==> config.mk <==
export PLATFORM = sky130hd
export DESIGN_NAME = uart_tx_fifo_flat
export DESIGN_NICKNAME = d
export VERILOG_FILES = /design/src/rtl/uart_tx_fifo_if.sv /design/src/rtl/uart_tx_fifo.sv /design/src/flat_wrapper.sv
export SDC_FILE = /design/constraint.sdc
export NUM_CORES = 1
export LEC_CHECK = 0
export CORE_UTILIZATION = 60
export CTS_BUF_LIST = sky130_fd_sc_hd__clkbuf_2
export DETAILED_ROUTE_END_ITERATION = 8
export GPL_ROUTABILITY_DRIVEN = 0
export PLACE_DENSITY_LB_ADDON = 0.08
export SLEW_MARGIN = 0
export SYNTH_ARGS = -nofsm -noshare
export SYNTH_HDL_FRONTEND = slang
export SYNTH_SLANG_ARGS = --single-unit
==> constraint.sdc <==
create_clock -name clk -period 6.9 [get_ports clk]
set_input_delay 1.38 -clock clk [delete_from_list [all_inputs] [get_ports clk]]
set_output_delay 1.38 -clock clk [all_outputs]
set_load 0.03 [all_outputs]
==> src/rtl/uart_tx_fifo_if.sv <==
// rtl/uart_tx_fifo_if.sv - AXI4-Lite bus interface (32-bit address/data) used by uart_tx_fifo
interface axi_lite_if;
    logic [31:0] awaddr;
    logic        awvalid;
    logic        awready;
    logic [31:0] wdata;
    logic        wvalid;
    logic        wready;
    logic [1:0]  bresp;
    logic        bvalid;
    logic        bready;
    logic [31:0] araddr;
    logic        arvalid;
    logic        arready;
    logic [31:0] rdata;
    logic [1:0]  rresp;
    logic        rvalid;
    logic        rready;

    modport slave (
        input  awaddr, awvalid, wdata, wvalid, bready, araddr, arvalid, rready,
        output awready, wready, bresp, bvalid, arready, rdata, rresp, rvalid
    );

    modport master (
        output awaddr, awvalid, wdata, wvalid, bready, araddr, arvalid, rready,
        input  awready, wready, bresp, bvalid, arready, rdata, rresp, rvalid
    );
endinterface

==> src/rtl/uart_tx_fifo.sv <==
// rtl/uart_tx_fifo.sv - AXI4-Lite console UART: TX FIFO, baud divisor, 8N1 serializer
// Optional UART_SIM_PRINT_EN: echo each popped byte to the simulation console.
module uart_tx_fifo #(
    parameter logic [31:0] BASE_ADDR  = 32'ha00003f8,
    parameter int unsigned FIFO_DEPTH = 16,
    parameter logic [15:0] DIV_RESET  = 16'd16
) (
    input  logic      clk,
    input  logic      reset,
    axi_lite_if.slave s,
    output logic      tx
);
    localparam int unsigned    PW          = $clog2(FIFO_DEPTH);
    localparam int unsigned    CW          = PW + 1;
    localparam logic [CW-1:0]  FULL_COUNT  = CW'(FIFO_DEPTH);
    localparam logic [1:0]     RESP_OKAY   = 2'b00;
    localparam logic [1:0]     RESP_SLVERR = 2'b10;

    typedef enum logic [1:0] {W_IDLE, W_WAIT_ADDR, W_WAIT_DATA, W_RESP} w_state_e;
    typedef enum logic {R_IDLE, R_DATA} r_state_e;

    w_state_e      w_state_q, w_state_d;
    r_state_e      r_state_q, r_state_d;
    logic [31:0]   awaddr_q, awaddr_d;
    logic [15:0]   wdata_q, wdata_d;
    logic [1:0]    bresp_q, bresp_d, rresp_q, rresp_d;
    logic [31:0]   rdata_q, rdata_d;
    logic [7:0]    mem_q [FIFO_DEPTH];
    logic [PW-1:0] wptr_q, wptr_d, rptr_q, rptr_d;
    logic [CW-1:0] count_q, count_d;
    logic          ovf_q, ovf_d;
    logic [15:0]   div_q, div_d, div_lat_q, div_lat_d, baud_q, baud_d;
    logic [3:0]    bit_q, bit_d;
    logic [8:0]    shift_q, shift_d;
    logic          busy_q, busy_d, tx_q, tx_d;

    logic          aw_hs, w_hs, ar_hs, do_write, push, pop, bit_end, last_cycle;
    logic [31:0]   wr_addr, status;
    logic [15:0]   wr_data;
    logic          unused_wdata_hi;

    assign s.awready = (w_state_q == W_IDLE) || (w_state_q == W_WAIT_ADDR);
    assign s.wready  = (w_state_q == W_IDLE) || (w_state_q == W_WAIT_DATA);
    assign s.bvalid  = (w_state_q == W_RESP);
    assign s.bresp   = bresp_q;
    assign s.arready = (r_state_q == R_IDLE);
    assign s.rvalid  = (r_state_q == R_DATA);
    assign s.rdata   = rdata_q;
    assign s.rresp   = rresp_q;
    assign tx        = tx_q;

    assign unused_wdata_hi = ^s.wdata[31:16];

    assign aw_hs    = s.awvalid && s.awready;
    assign w_hs     = s.wvalid && s.wready;
    assign ar_hs    = s.arvalid && s.arready;
    // Whichever half arrives second supplies its value directly from the bus.
    assign wr_addr  = aw_hs ? s.awaddr : awaddr_q;
    assign wr_data  = w_hs ? s.wdata[15:0] : wdata_q;
    assign do_write = ((w_state_q == W_IDLE) && aw_hs && w_hs) ||
                      ((w_state_q == W_WAIT_ADDR) && aw_hs) ||
                      ((w_state_q == W_WAIT_DATA) && w_hs);

    assign bit_end    = (baud_q == div_lat_q - 16'd1);
    assign last_cycle = busy_q && bit_end && (bit_q == 4'd9);
    // Popping in the final stop-bit cycle makes consecutive frames gapless.
    assign pop        = (!busy_q || last_cycle) && (count_q != '0);
    assign push       = do_write && (wr_addr == BASE_ADDR) && ((count_q != FULL_COUNT) || pop);
    assign status     = {16'd0, 8'(count_q), 4'd0, ovf_q, busy_q, count_q == '0, count_q == FULL_COUNT};

    always_comb begin
        w_state_d = w_state_q;
        r_state_d = r_state_q;
        awaddr_d  = awaddr_q;
        wdata_d   = wdata_q;
        bresp_d   = bresp_q;
        rdata_d   = rdata_q;
        rresp_d   = rresp_q;
        ovf_d     = ovf_q;
        div_d     = div_q;
        div_lat_d = div_lat_q;
        baud_d    = baud_q;
        bit_d     = bit_q;
        shift_d   = shift_q;
        busy_d    = busy_q;
        tx_d      = tx_q;
        wptr_d    = push ? wptr_q + PW'(1) : wptr_q;
        rptr_d    = pop ? rptr_q + PW'(1) : rptr_q;
        count_d   = count_q + CW'(push) - CW'(pop);

        if (aw_hs) awaddr_d = s.awaddr;
        if (w_hs)  wdata_d  = s.wdata[15:0];

        case (w_state_q)
            W_IDLE: begin
                if (aw_hs && w_hs) w_state_d = W_RESP;
                else if (aw_hs)    w_state_d = W_WAIT_DATA;
                else if (w_hs)     w_state_d = W_WAIT_ADDR;
            end
            W_WAIT_ADDR: if (aw_hs)     w_state_d = W_RESP;
            W_WAIT_DATA: if (w_hs)      w_state_d = W_RESP;
            W_RESP:      if (s.bready)  w_state_d = W_IDLE;
            default:                    w_state_d = W_IDLE;
        endcase

        if (do_write) begin
            bresp_d = RESP_OKAY;
            if (wr_addr == BASE_ADDR) begin
                if (!push) begin
                    ovf_d   = 1'b1;
                    bresp_d = RESP_SLVERR;
                end
            end else if (wr_addr == BASE_ADDR + 32'd4) begin
                if (wr_data[3]) ovf_d = 1'b0;
            end else if (wr_addr == BASE_ADDR + 32'd8) begin
                div_d = (wr_data == 16'd0) ? 16'd1 : wr_data;
            end else begin
                bresp_d = RESP_SLVERR;
            end
        end

        case (r_state_q)
            R_IDLE: begin
                if (ar_hs) begin
                    r_state_d = R_DATA;
                    rresp_d   = RESP_OKAY;
                    if (s.araddr == BASE_ADDR)              rdata_d = 32'd0;
                    else if (s.araddr == BASE_ADDR + 32'd4) rdata_d = status;
                    else if (s.araddr == BASE_ADDR + 32'd8) rdata_d = {16'd0, div_q};
                    else begin
                        rdata_d = 32'd0;
                        rresp_d = RESP_SLVERR;
                    end
                end
            end
            R_DATA:  if (s.rready) r_state_d = R_IDLE;
            default:               r_state_d = R_IDLE;
        endcase

        if (pop) begin
            busy_d    = 1'b1;
            tx_d      = 1'b0;
            shift_d   = {1'b1, mem_q[rptr_q]};
            bit_d     = 4'd0;
            baud_d    = 16'd0;
            div_lat_d = div_q;
        end else if (busy_q) begin
            if (bit_end) begin
                baud_d = 16'd0;
                if (bit_q == 4'd9) begin
                    busy_d = 1'b0;
                    tx_d   = 1'b1;
                end else begin
                    bit_d   = bit_q + 4'd1;
                    tx_d    = shift_q[0];
                    shift_d = {1'b1, shift_q[8:1]};
                end
            end else begin
                baud_d = baud_q + 16'd1;
            end
        end
    end

    always_ff @(posedge clk) begin
        if (reset) begin
            w_state_q <= W_IDLE;
            r_state_q <= R_IDLE;
            awaddr_q  <= '0;
            wdata_q   <= '0;
            bresp_q   <= RESP_OKAY;
            rdata_q   <= '0;
            rresp_q   <= RESP_OKAY;
            wptr_q    <= '0;
            rptr_q    <= '0;
            count_q   <= '0;
            ovf_q     <= 1'b0;
            div_q     <= DIV_RESET;
            div_lat_q <= DIV_RESET;
            baud_q    <= '0;
            bit_q     <= '0;
            shift_q   <= '1;
            busy_q    <= 1'b0;
            tx_q      <= 1'b1;
        end else begin
            w_state_q <= w_state_d;
            r_state_q <= r_state_d;
            awaddr_q  <= awaddr_d;
            wdata_q   <= wdata_d;
            bresp_q   <= bresp_d;
            rdata_q   <= rdata_d;
            rresp_q   <= rresp_d;
            wptr_q    <= wptr_d;
            rptr_q    <= rptr_d;
            count_q   <= count_d;
            ovf_q     <= ovf_d;
            div_q     <= div_d;
            div_lat_q <= div_lat_d;
            baud_q    <= baud_d;
            bit_q     <= bit_d;
            shift_q   <= shift_d;
            busy_q    <= busy_d;
            tx_q      <= tx_d;
        end
    end

    always_ff @(posedge clk) begin
        if (push) mem_q[wptr_q] <= wr_data[7:0];
    end

`ifdef UART_SIM_PRINT_EN
    always_ff @(posedge clk) begin
        if (!reset && pop) $write("%c", mem_q[rptr_q]);
    end
`else
`endif
endmodule

==> src/flat_wrapper.sv <==
// flat-port wrapper written by rule: the top's interface ports become plain ports
module uart_tx_fifo_flat 
#(
    parameter logic [31:0] BASE_ADDR  = 32'ha00003f8,
    parameter int unsigned FIFO_DEPTH = 16,
    parameter logic [15:0] DIV_RESET  = 16'd16
)
  (clk, reset, tx, s_awaddr, s_awvalid, s_wdata, s_wvalid, s_bready, s_araddr, s_arvalid, s_rready, s_awready, s_wready, s_bresp, s_bvalid, s_arready, s_rdata, s_rresp, s_rvalid);
  axi_lite_if s_i ();
  input  logic clk;
  input  logic reset;
  output logic tx;
  input wire logic [$bits(s_i.awaddr)-1:0] s_awaddr;
  input wire logic [$bits(s_i.awvalid)-1:0] s_awvalid;
  input wire logic [$bits(s_i.wdata)-1:0] s_wdata;
  input wire logic [$bits(s_i.wvalid)-1:0] s_wvalid;
  input wire logic [$bits(s_i.bready)-1:0] s_bready;
  input wire logic [$bits(s_i.araddr)-1:0] s_araddr;
  input wire logic [$bits(s_i.arvalid)-1:0] s_arvalid;
  input wire logic [$bits(s_i.rready)-1:0] s_rready;
  output wire logic [$bits(s_i.awready)-1:0] s_awready;
  output wire logic [$bits(s_i.wready)-1:0] s_wready;
  output wire logic [$bits(s_i.bresp)-1:0] s_bresp;
  output wire logic [$bits(s_i.bvalid)-1:0] s_bvalid;
  output wire logic [$bits(s_i.arready)-1:0] s_arready;
  output wire logic [$bits(s_i.rdata)-1:0] s_rdata;
  output wire logic [$bits(s_i.rresp)-1:0] s_rresp;
  output wire logic [$bits(s_i.rvalid)-1:0] s_rvalid;
  assign s_i.awaddr = s_awaddr;
  assign s_i.awvalid = s_awvalid;
  assign s_i.wdata = s_wdata;
  assign s_i.wvalid = s_wvalid;
  assign s_i.bready = s_bready;
  assign s_i.araddr = s_araddr;
  assign s_i.arvalid = s_arvalid;
  assign s_i.rready = s_rready;
  assign s_awready = s_i.awready;
  assign s_wready = s_i.wready;
  assign s_bresp = s_i.bresp;
  assign s_bvalid = s_i.bvalid;
  assign s_arready = s_i.arready;
  assign s_rdata = s_i.rdata;
  assign s_rresp = s_i.rresp;
  assign s_rvalid = s_i.rvalid;
  uart_tx_fifo #(.BASE_ADDR(BASE_ADDR), .FIFO_DEPTH(FIFO_DEPTH), .DIV_RESET(DIV_RESET)) u_core (.clk(clk), .reset(reset), .s(s_i), .tx(tx));
endmodule
Word level (Yosys, flattened, before mapping)
Memories as Yosys holds them, arrays and structs flattened. A register that Yosys moved wholly into a read port is not among the register bits.
Cells that the tools add are included.
W data, S select, Z words.

word-level totals
  register bits = 163
  input bits = 103
  word-level logic and storage cells = 129
  RAM bits = 128
  memories kept = 1
  output and inout bits = 42

memory list
  name          depth  bits a word  read ports  clocked after Yosys merged registers in  wr ports  RTL line            source
  u_core.mem_q  16     8            1           1                                        1         uart_tx_fifo.sv:28  logic [7:0] mem_q [FIFO_DEPTH];

operators by class
  add/subtract/negate cells = 7
  mux-type cells = 44
  bitwise operators = 4
  eq/ne operators = 19
  reductions and logical operators = 36

operator list
  cell                     count
  $eq A32 B32 Y1 const B   6
  $mux W32                 3
  $mux W16                 4
  $mux W8                  4
  $mux W2                  13
  $add A16 B1 Y16 const B  1
  $eq A16 B16 Y1           1
  $logic_not A16 Y1        1
  $mux W1                  16
  $sub A16 B1 Y16 const B  1
  $logic_and A1 B1 Y1      13
  $add A4 B1 Y4 const B    3
  $reduce_and A4 Y1        3
  $mux W4                  2
  $pmux W2 S4              1
  $reduce_bool A2 Y1       4
  $logic_or A1 B1 Y1       6
  $ne A2 B1 Y1 const B     3
  $reduce_and A3 Y1        2
  $add A5 B1 Y5            1
  $eq A5 B5 Y1 const B     1
  $logic_not A5 Y1         1
  $ne A5 B5 Y1 const B     1
  $reduce_bool A5 Y1       1
  other kinds (12)         18

Logic depth before layout (Yosys ltp)
Gate-level depths: netlist (run 1).

  word-level depth = 11
  gate-level depth with buffers = 19
  mapped depth without buffers = 18

Worst setup path before layout (run 1)
OpenSTA, ideal clock, no wires.

  kind = in2reg
  from = input s_awvalid
  to = register u_core.count_q[4]
  stages on the path = 16
  library setup time = 0.132 ns
  path buffers = 2
  data required time = 6.768 ns
  data arrival time = 3.844 ns
  path slack = 2.925 ns
  path through = o21a_1 > clkbuf_1 > nand3_1 > o2bb2a_1 > nand3b_1 > or2_2 > nor2_2 > buf_2 > ha_1 > inv_1 > fa_1 > inv_1 > a21oi_1 > nor2_1 > or3_1 > a21oi_1

on the way
  longest elaborated chain between the ends = 9
  elaborated cells between the ends (all ways) = 12
  those cells by class = add/sub (2); eq/ne (1); mux (1); reduce/logical (8)

RTL lines
  what                                                              RTL line             source
  from (decl)                                                       flat_wrapper.sv:14   input wire logic [$bits(s_i.awvalid)-1:0] s_awvalid;
  $logic_and A1 B1 Y1 (*)                                           uart_tx_fifo.sv:54   assign aw_hs = s.awvalid && s.awready;
  parallel branches: the longest is 4 deep, another holds $mux W32  -
  $logic_and A1 B1 Y1 (*) (2 in a row)                              uart_tx_fifo.sv:68   assign push = do_write && (wr_addr == BASE_ADDR) && ((count_q != FULL_COUNT) || pop);
  via u_core.push                                                   uart_tx_fifo.sv:37   logic aw_hs, w_hs, ar_hs, do_write, push, pop, bit_end, last_cycle;
  $add A5 B1 Y5 (*)                                                 uart_tx_fifo.sv:89   count_d = count_q + CW'(push) - CW'(pop);
  $sub A5 B1 Y5 (*)                                                 uart_tx_fifo.sv:89
  to (signal assigned)                                              uart_tx_fifo.sv:194  count_q <= count_d;
  to (decl)                                                         uart_tx_fifo.sv:30   logic [CW-1:0] count_q, count_d;

Mark *: on every way through the listed nets, which the timed path passes.
A chain may end at the register's enable or synchronous reset.

Worst setup path in the final report (run 1)
  from = register u_core.w_state_q[0]
  to = register u_core.count_q[4]

on the way
  longest elaborated chain between the ends = 11
  elaborated cells between the ends (all ways) = 19
  those cells by class = add/sub (2); eq/ne (3); mux (1); reduce/logical (13)

RTL lines
  what                                                              RTL line             source
  from (decl)                                                       uart_tx_fifo.sv:22   w_state_e w_state_q, w_state_d;
  from (signal assigned)                                            uart_tx_fifo.sv:185  w_state_q <= w_state_d;
  parallel branches: the longest is 7 deep, another holds $mux W32  -
  $logic_and A1 B1 Y1 (*) (2 in a row)                              uart_tx_fifo.sv:68
  $add A5 B1 Y5 (*)                                                 uart_tx_fifo.sv:89
  $sub A5 B1 Y5 (*)                                                 uart_tx_fifo.sv:89

Mark *: on every way between the ends.

==> results of run 1 <==
flip-flops by register name (all words and copies together), names as in the netlist, 4 cells and up, named ones only:
register          count
u_core.count_q        5
u_core.rptr_q         4
u_core.mem_q        128
u_core.awaddr_q      32
u_core.wdata_q       16
u_core.s.rdata       16
u_core.div_q         16
u_core.baud_q        16
u_core.div_lat_q     16
u_core.wptr_q         4
u_core.bit_q          4
u_core.shift_q        8
worst max-delay path by stage:
stage | from | to | cells after the start
finish | u_core.w_state_q[0] | u_core.count_q[4] | 16
global route | u_core.w_state_q[0] | u_core.count_q[4] | 16
CTS | u_core.w_state_q[0] | u_core.count_q[4] | 16
detailed placement | s_awvalid | u_core.count_q[4] | 15
global placement | s_awvalid | u_core.count_q[4] | 16
floorplan | s_awvalid | u_core.count_q[4] | 16
layout make-up:
type	count	area, um^2
clock buffer	103	515
clock inverter	16	114
antenna	1	2.50
multi-input combinational	668	4840
timing repair buffer	116	1140
inverter	32	120
sequential	277	6830
fill	1503	5630
tap	265	332
placed cells by master, fill, tap and decap left out, types with 22 or more instances in the layout:
master           count
dfxtp_1            147
mux4_2              40
nand3_1             27
a21oi_1             77
inv_1               32
edfxtp_1           128
nand2_1            112
clkdlybuf4s50_1    109
clkbuf_2           103
nor2_1              80
nor3_1              22
mux2i_1             49
worst register-to-register path: stages, from the launching register on:
cell and delay [ns]:
dfxtp_1 0.39, inv_1 0.08, ha_1 0.30, o21ai_2 0.73, nand3_1 0.20, o2bb2a_1 0.40, nand3b_1 0.19, or2_2 0.37
nor2_2 0.39, ha_1 0.26, inv_1 0.06, fa_1 0.42, inv_1 0.07, a21oi_1 0.06, nor2_1 0.12, or3_1 0.12
a21oi_1 0.06
routing by layer:
metal  global-route usage  part of all wire  vias to the layer above
met1                0.362              0.45                     4022
met3               0.0600             0.061                       48
met4               0.0946             0.020                        0
li1                     -                 -                     4044
met5                    0                 0                        -
met2                0.398              0.46                      219
report_power, final:
part	leakage (nW)	switching, mW	internal, mW	total [mW]
registers	2.38	0.114	1.91	2.02
logic	2.21	0.689	0.522	1.21
clock network	0.474	0.651	0.440	1.09
total	5.06	1.45	2.87	4.32
metrics by stage:
stage          instances  utilization  worst slack, ns  area, um^2  hold WS [ns]
2_1_floorplan       1043            -             2.92       12100         0.432
3_3_place_gp        1358        0.679             1.87       13300         0.440
3_5_place_dp        1358        0.679             1.78       13300         0.442
4_1_cts             1477        0.712             2.50       13900         0.431
5_1_grt             1478        0.712             2.04       13900         0.471
6_report            1478        0.712             2.47       13900         0.445
cells by family (layout without fill, tap and decap cells):
family,Yosys count,count (layout),share of synthesized area
simple gates,350,350,0.147
flops,277,277,0.568
compound gates,152,152,0.0827
buf+inv,98,267,0.0367
mux,89,89,0.116
xor+xnor,39,39,0.0284
fa+ha+maj,20,20,0.0214
other cells,1,19,0.000312
==> flow_summary.yaml, run 1 <==
pwr:
  leakagePower_nw: 5.06
  vdd_drop_max_uv: 248
  powerDensity_nw_per_um2: 311
  power_mw: 4.32
synth:
  synth.top_cells.by_count: "149 x dfxtp_1, 128 x edfxtp_1, 112 x nand2_1, 80 x nor2_1, 77 x a21oi_1"
  yosys.area.top_type: "edfxtp_1"
  synth_top_area_frac: 0.320
  syn_avg_cell_area_um2: 11.7
  seq_area_frac_synth: 0.568
  ys_ff_latch: 277
  synth-edff-count: 128
  synthTopCellsByArea: "edfxtp_1 32%, dfxtp_1 25%, mux4_2 7.5%"
  synth_area_um2: 12000
  yosys_most_used_dff: "dfxtp_1"
  synth_cells: 1026
  synth.most_common_cell: "dfxtp_1"
  async_flop_share: 0
  ys_warn_count: 0
  ys_types: 70
clocking:
  ctsHtreeMaxLevel: 3
  root_buffer: "clkbuf_2"
  clk_pin_slew_ns: 0.11
  clkLatencyLatePin_ns: 0.88
  post_cts_buffers: 0
  clockBufferDepth: 3
  cts_sinks: 277
  cts_tree: "done"
  hold_buffers: 0
  cts.repair.resized: 0
  cts_buffers: 70
worst_setup_path:
  cp.buffers_inverters: 3
  path_max_fanout: 21
  reg2reg_to: "u_core.count_q[4]"
  r2r-start: "u_core.w_state_q[0]"
  end_kind: "flop"
  critical_path_arrival_ns: 5.11
  path_delay_family: "simple AND/OR/NAND/NOR gates"
  cp-start-kind: "flop"
  slowest_stage: "o21ai_2"
  path_cells: "inv_1 -> ha_1 -> o21ai_2 -> nand3_1 -> o2bb2a_1 -> nand3b_1 -> or2_2 -> nor2_2 -> ha_1 -> inv_1 -> fa_1 -> inv_1 -> a21oi_1 -> nor2_1 -> or3_1 -> a21oi_1"
  r2r_cells: 16
  worst-setup-path-type: "reg -> reg"
  crit_top_cell: "inv_1"
  cp.required_ns: 7.58
  slowest_delay_ns: 0.73
  r2r_slack_ns: 2.47
floorplan:
  die_w_um: 144
  ios: 145
  row_count: 51
  die_area_um2: 20600
  die_y_um: 144
  core_um2: 19500
  floorplan.initialDensity: 0.616
hold_path:
  hold_end: "u_core.s.rdata[5]"
  min_from: "u_core.div_q[5]"
  hold_depth: 2
  min_path_type: "reg -> reg"
timing:
  max_freq_ghz: 0.226
  fin_crit_sh: 0.642
  setup_viol: 0
  finalCriticalPeriod_ns: 4.43
  relSlewSlack: 0.372
  timing.final.max_slew_violations: 0
  fin_tns_setup_ns: 0
  grt_setup_unrepaired: "no"
  final-hold-violation-count: 0
  finClkSkew_ns: 0.0955
  worst_pin_slew_ns: 0.941
placed_design:
  dpl.hpwl_um: 17400
  port_buffers: 110
routing:
  vias: 8333
  ant_nets: 0
  route.detailed.vias_per_inst: 5.64
  routedWlPerCell_um: 17.4
  first_iter_violations: 587
  drt_wl_total_um: 25700
  drc: 0
  drt_first_pass_iters: 5
status:
  status: "complete, no violations"
final_layout:
  drive_above_1_share: 0.150
  fin_nets: 1288
  area.growth.synth_to_final_pct: 15.5
grt:
  grt_pass1_vias: 7976
  overflow: 0
  grt_pass1_wl_um: 40600
  grt_usage: 0.260
  grt_max_degree: 92
  antenna_found_initial: 1
flow_run:
  maxCapViolations: 0
(Power assumes the default switching activity.)
==> inputs of run 2 (changes only) <==
--- a/config.mk
+++ b/config.mk
@@ -5,7 +5,7 @@
 export SDC_FILE = /design/constraint.sdc
 export NUM_CORES = 1
 export LEC_CHECK = 0
-export CORE_UTILIZATION = 60
+export CORE_UTILIZATION = 58
 export CTS_BUF_LIST = sky130_fd_sc_hd__clkbuf_2
 export DETAILED_ROUTE_END_ITERATION = 8
 export GPL_ROUTABILITY_DRIVEN = 0
==> constraint.sdc (replaced) <==
create_clock -name clk -period 4.5 [get_ports clk]
set_input_delay 0.9 -clock clk [delete_from_list [all_inputs] [get_ports clk]]
set_output_delay 0.9 -clock clk [all_outputs]
set_load 0.03 [all_outputs]
==> run 2 against run 1 <==
Compared with the run above:
- hold slack better by 0.016 ns
- via count up 0.97%
- die area increased by 3.4%
- total power increased by 53%
- highest routed layer unchanged
- register-to-register slack worse by 2.0 ns
- non-clock buffer count is 7 higher
- cell count grew 1.3%
- utilization shrank 2.4 points
- first-iteration DRC count is 4.9% higher
- cell area up 0.47%
- sequential share of layout area decreased by 0.23 points
- combinational power grew 52%
==> flow_summary.yaml, run 2 (synthesis gave the netlist of run 1 again) <==
status:
  status: "complete, no violations"
final_layout:
  reg_top3: "u_core.mem_q x128, u_core.awaddr_q x32"
  final_common_cell: "dfxtp_1"
  fin_nets: 1294
  fin_area_um2: 14000
  largest_reg_flops: 128
  top_register: "u_core.mem_q"
  layout_common_cells: "147 x dfxtp_1, 128 x edfxtp_1, 112 x nand2_1"
  num-fill-cells: 1541
  drive_above_1_share: 0.156
  area.growth.synth_to_final_pct: 16.1
timing:
  grt_setup_unrepaired: "no"
  worst_pin_slew_ns: 0.832
  setup_viol: 0
  finClkSkew_ns: 0.0903
  max_freq_ghz: 0.248
  relSlewSlack: 0.445
  fin_tns_setup_ns: 0
  timing.final.max_slew_violations: 0
  final-hold-violation-count: 0
  finalCriticalPeriod_ns: 4.04
  fin_ws_ns: 0.460
  fin_crit_sh: 0.898
pwr:
  leakagePower_nw: 5.10
  vdd_drop_max_uv: 269
  powerDensity_nw_per_um2: 474
grt:
  overflow: 0
  antenna_found_initial: 1
  grt_usage: 0.254
  grt_pass1_wl_um: 42300
  grt_pass1_vias: 8211
  grt_util_met2: 0.407
  grtUsageMet3: 0.0608
  grt_busiest_layer: "met2"
  grt_max_degree: 67
  met1_usage: 0.339
worst_setup_path:
  critical_path_arrival_ns: 4.73
  path_cells: "inv_1 -> ha_1 -> nor4b_4 -> and2_1 -> o2111ai_1 -> a221oi_4 -> nand4_4 -> o22ai_4 -> ha_1 -> inv_1 -> ha_1 -> inv_1 -> fa_1 -> inv_1 -> a21oi_1 -> nor2_1 -> or3_1 -> a21oi_1"
  cp.buffers_inverters: 4
  worst-setup-path-type: "reg -> reg"
  path_max_fanout: 9
  path_delay_family: "simple AND/OR/NAND/NOR gates"
  slowest_delay_ns: 0.44
  end_kind: "flop"
  cp-start-kind: "flop"
  crit_top_cell: "inv_1"
  slowest_stage: "nor4b_4"
  cp.required_ns: 5.19
floorplan:
  die_w_um: 146
  die_y_um: 146
  die_area_um2: 21300
  ios: 145
  floorplan.initialDensity: 0.593
  row_count: 52
  core_um2: 20300
routing:
  routedWlPerCell_um: 17.4
  vias: 8414
  route.detailed.vias_per_inst: 5.62
  drt_wl_total_um: 26100
  drc: 0
  ant_nets: 0
  first_iter_violations: 616
  drt_first_pass_iters: 6
clocking:
  cts_tree: "done"
  cts.repair.resized: 0
  root_buffer: "clkbuf_2"
  clk_pin_slew_ns: 0.09
  cts_buffers: 69
  clockBufferDepth: 3
  cts_sinks: 277
  hold_buffers: 0
  clkLatencyLatePin_ns: 0.87
  post_cts_buffers: 0
  ctsHtreeMaxLevel: 3
hold_path:
  min_path_type: "reg -> reg"
placed_design:
  place_area_um2: 13300
  port_buffers: 110
  place_ws_ns: 0.336
  dpl.hpwl_um: 17800
flow_run:
  maxCapViolations: 0
-- run 2: cell count changes in the layout (fill, tap and decap cells not counted), sizes merged --
cell	change
buf	+7
bufinv	-1
clkinv	+6
clkinvlp	+1
inv	+1
-- run 2: per-stage QoR --
step / hold WS [ns] / util / power, mW / cells
2_1_floorplan: 0.432 / - / 4.48 / 1043
3_3_place_gp: 0.438 / 0.656 / 4.99 / 1370
3_5_place_dp: 0.444 / 0.656 / 5.04 / 1370
4_1_cts: 0.456 / 0.688 / 6.69 / 1496
5_1_grt: 0.476 / 0.688 / 7.01 / 1497
6_report: 0.461 / 0.688 / 6.62 / 1497
-- run 2: area by class of cell --
| class | count | area, um^2 | area share |
|---|---|---|---|
| Inverter | 32 | 120 | 0.00860 |
| Timing Repair Buffer | 123 | 1200 | 0.0857 |
| Tap cell | 270 | 338 | 0.0242 |
| Antenna cell | 1 | 2.50 | 0.000179 |
| Sequential cell | 277 | 6830 | 0.489 |
| Clock buffer | 103 | 515 | 0.0369 |
| Clock inverter | 23 | 120 | 0.00860 |
| Multi-Input combinational cell | 668 | 4840 | 0.347 |
-- run 2: worst register-to-register path, stage by stage (launching register included) --
cell	delay (ns)
dfxtp_1	0.36
inv_1	0.07
ha_1	0.28
nor4b_4	0.44
and2_1	0.27
o2111ai_1	0.19
a221oi_4	0.41
nand4_4	0.27
o22ai_4	0.22
ha_1	0.26
inv_1	0.05
ha_1	0.15
inv_1	0.06
fa_1	0.43
inv_1	0.07
a21oi_1	0.06
nor2_1	0.13
or3_1	0.13
a21oi_1	0.06
-- run 2: final timing paths --
check	from	to	slack, ns	depth (start not counted)
max	u_core.div_lat_q[0]	u_core.count_q[4]	0.46	18
min	u_core.s.rdata[14]	u_core.s.rdata[14]	0.46	2
max reg2reg	u_core.div_lat_q[0]	u_core.count_q[4]	0.46	18
min reg2reg	u_core.s.rdata[14]	u_core.s.rdata[14]	0.46	2
-- run 2: power breakdown --
part	switching (mW)	leakage [nW]	internal, mW	total [mW]
combinational	1.02	2.24	0.813	1.84
clock	1.02	0.476	0.630	1.65
sequential	0.211	2.38	2.92	3.13
-- run 2: metal layers --
metal	share of wire	wire, um
met1	0.44	11600
met2	0.48	12500
met3	0.059	1540
met4	0.019	506
met5	0	0
==> inputs of run 3 (changes only) <==
--- a/config.mk
+++ b/config.mk
@@ -5,7 +5,8 @@
 export SDC_FILE = /design/constraint.sdc
 export NUM_CORES = 1
 export LEC_CHECK = 0
-export CORE_UTILIZATION = 58
+export ABC_AREA = 1
+export CORE_UTILIZATION = 59
 export CTS_BUF_LIST = sky130_fd_sc_hd__clkbuf_2
 export DETAILED_ROUTE_END_ITERATION = 8
 export GPL_ROUTABILITY_DRIVEN = 0
==> run 3 against run 2 <==
Compared with the run above:
- cell area up 6.8%
- non-clock buffer count up 16
- first-iteration DRC count up 11%
- critical path type unchanged
- largest power group unchanged
==> flow_summary.yaml, run 3 <==
routing:
  route.detailed.vias_per_inst: 5.33
  drc: 0
  drt_first_pass_iters: 5
  routedWlPerCell_um: 15.2
  drt_wl_total_um: 29200
  first_iter_violations: 683
  vias: 10300
  ant_nets: 0
grt:
  grt_max_degree: 97
  antenna_found_initial: 1
  overflow: 0
  grt_pass1_wl_um: 46100
  grt_pass1_vias: 9654
  grt_usage: 0.263
timing:
  timing.final.max_slew_violations: 0
  fin_crit_sh: 0.865
  setup_viol: 0
  max_freq_ghz: 0.257
  grt_setup_unrepaired: "no"
  final-hold-violation-count: 0
  fin_tns_setup_ns: 0
  finClkSkew_ns: 0.0878
  finalCriticalPeriod_ns: 3.89
  relSlewSlack: 0.261
  worst_pin_slew_ns: 1.11
final_layout:
  fin_nets: 1718
  final_common_cell: "nand2_1"
  layout_common_cells: "245 x nand2_1, 153 x inv_1, 153 x nor2_1"
  area.growth.synth_to_final_pct: 14.9
  top_register: "u_core.mem_q"
  reg_top3: "u_core.mem_q x128, u_core.awaddr_q x32"
  final_util: 0.700
  num-fill-cells: 1716
  drive_above_1_share: 0.133
  fin_area_um2: 14900
  largest_reg_flops: 128
synth:
  synth_mux_area_frac: 0.0247
  synth_top_family_by_area: "simple AND/OR/NAND/NOR gates"
  yosys.area.top_type: "edfxtp_1"
  synth_compound_area_frac: 0.113
  synth_area_um2: 13000
  synth_xor_area_frac: 0.0216
  ys_types: 55
  synth.top_cells.by_count: "245 x nand2_1, 153 x inv_1, 153 x nor2_1, 149 x dfxtp_1, 128 x edfxtp_1"
  ys_warn_count: 0
  seq_area_frac_synth: 0.526
  synth_cells: 1449
  syn_avg_cell_area_um2: 8.96
  synth_top_area_frac: 0.296
  synth_adder_area_share: 0.0199
  synth-simple-area-share: 0.209
  async_flop_share: 0
  synth.most_common_cell: "nand2_1"
  synthTopCellsByArea: "edfxtp_1 30%, dfxtp_1 23%, nand2_1 7.1%"
  yosys_most_used_dff: "dfxtp_1"
  ys_ff_latch: 277
  synth-edff-count: 128
worst_setup_path:
  path_delay_family: "simple AND/OR/NAND/NOR gates"
  cp.buffers_inverters: 4
  slowest_delay_ns: 0.42
  crit_top_cell: "nand2_1"
  worst-setup-path-type: "reg -> reg"
  path_cells: "inv_1 -> ha_1 -> inv_2 -> nand2_4 -> nand2_4 -> buf_4 -> nand2_1 -> o21ai_1 -> nand2_1 -> nor2_1 -> nand2_1 -> nor3_2 -> nand2_1 -> nor2_4 -> nand2_1 -> nor2_1 -> ha_1 -> inv_1 -> fa_1 -> nor3_1 -> a211oi_1 -> o21ai_0 -> a21oi_1"
  cp.required_ns: 5.18
  critical_path_arrival_ns: 4.57
  cp-start-kind: "flop"
  end_kind: "flop"
  path_max_fanout: 23
  slowest_stage: "fa_1"
clocking:
  root_buffer: "clkbuf_2"
  cts_tree: "done"
  ctsHtreeMaxLevel: 3
  clkLatencyLatePin_ns: 0.87
  clk_pin_slew_ns: 0.09
  cts_buffers: 72
  cts_sinks: 277
  hold_buffers: 0
  clockBufferDepth: 3
  cts.repair.resized: 0
  post_cts_buffers: 0
floorplan:
  ios: 145
  die_w_um: 150
  die_area_um2: 22600
  die_y_um: 150
  core_um2: 21300
  floorplan.initialDensity: 0.610
  row_count: 53
pwr:
  leakagePower_nw: 5.96
  vdd_drop_max_uv: 500
  powerDensity_nw_per_um2: 539
placed_design:
  port_buffers: 110
  dpl.hpwl_um: 19500
  place_area_um2: 14200
flow_run:
  maxCapViolations: 0
status:
  status: "complete, no violations"
hold_path:
  min_path_type: "in -> reg"
==> run 3: layout make-up <==
class | instances | area, um^2 | share of cell area
flip-flops and latches | 277 | 6830 | 0.458
inverters | 163 | 613 | 0.0411
clock buffers | 110 | 551 | 0.0369
multi-input cells | 942 | 5110 | 0.343
diodes | 1 | 2.50 | 0.000168
repair buffers | 139 | 1320 | 0.0883
clock inverters | 17 | 143 | 0.00957
well taps | 275 | 344 | 0.0231
==> run 3: final timing paths <==
kind	endpoint	slack, ns	depth (start not counted)	start
min	u_core.wdata_q[2]	0.45	2	reset
min reg2reg	u_core.s.rdata[5]	0.45	2	u_core.div_q[5]
max	u_core.count_q[4]	0.61	23	u_core.w_state_q[0]
max reg2reg	u_core.count_q[4]	0.61	23	u_core.w_state_q[0]
==> run 3: where the power goes <==
group / internal (mW) / total [mW] / switching, mW
clock: 0.772 / 1.81 / 1.04
combinational: 0.968 / 2.85 / 1.88
sequential: 3.09 / 3.37 / 0.281
==> run 3: logic make-up after synthesis <==
logic type / count (synthesis)
buffers and inverters: 247
multiplexers: 32
XOR/XNOR: 32
AO/OA/AOI/OAI: 251
AND/OR/NAND/NOR: 589
adder cells (fa/ha/maj): 20
other: 1
flip-flops: 277
==> run 3: per-stage QoR <==
step           worst slack [ns]  hold slack (ns)  cells  power, mW
6_report                  0.609            0.447   1924       8.03
5_1_grt                   0.189            0.380   1924       8.59
4_1_cts                   0.612            0.364   1923       8.07
3_5_place_dp              0.119            0.455   1796       6.25
3_3_place_gp              0.242            0.453   1796       6.17
2_1_floorplan              1.15            0.431   1466       5.52
==> run 3: metal layers <==
metal / vias to the layer above / wire (um) / track usage
li1: 5137 / - / -
met1: 4771 / 12800 / 0.347
met2: 295 / 14000 / 0.421
met3: 51 / 1790 / 0.0591
met4: 0 / 649 / 0.101
met5: - / 0 / 0
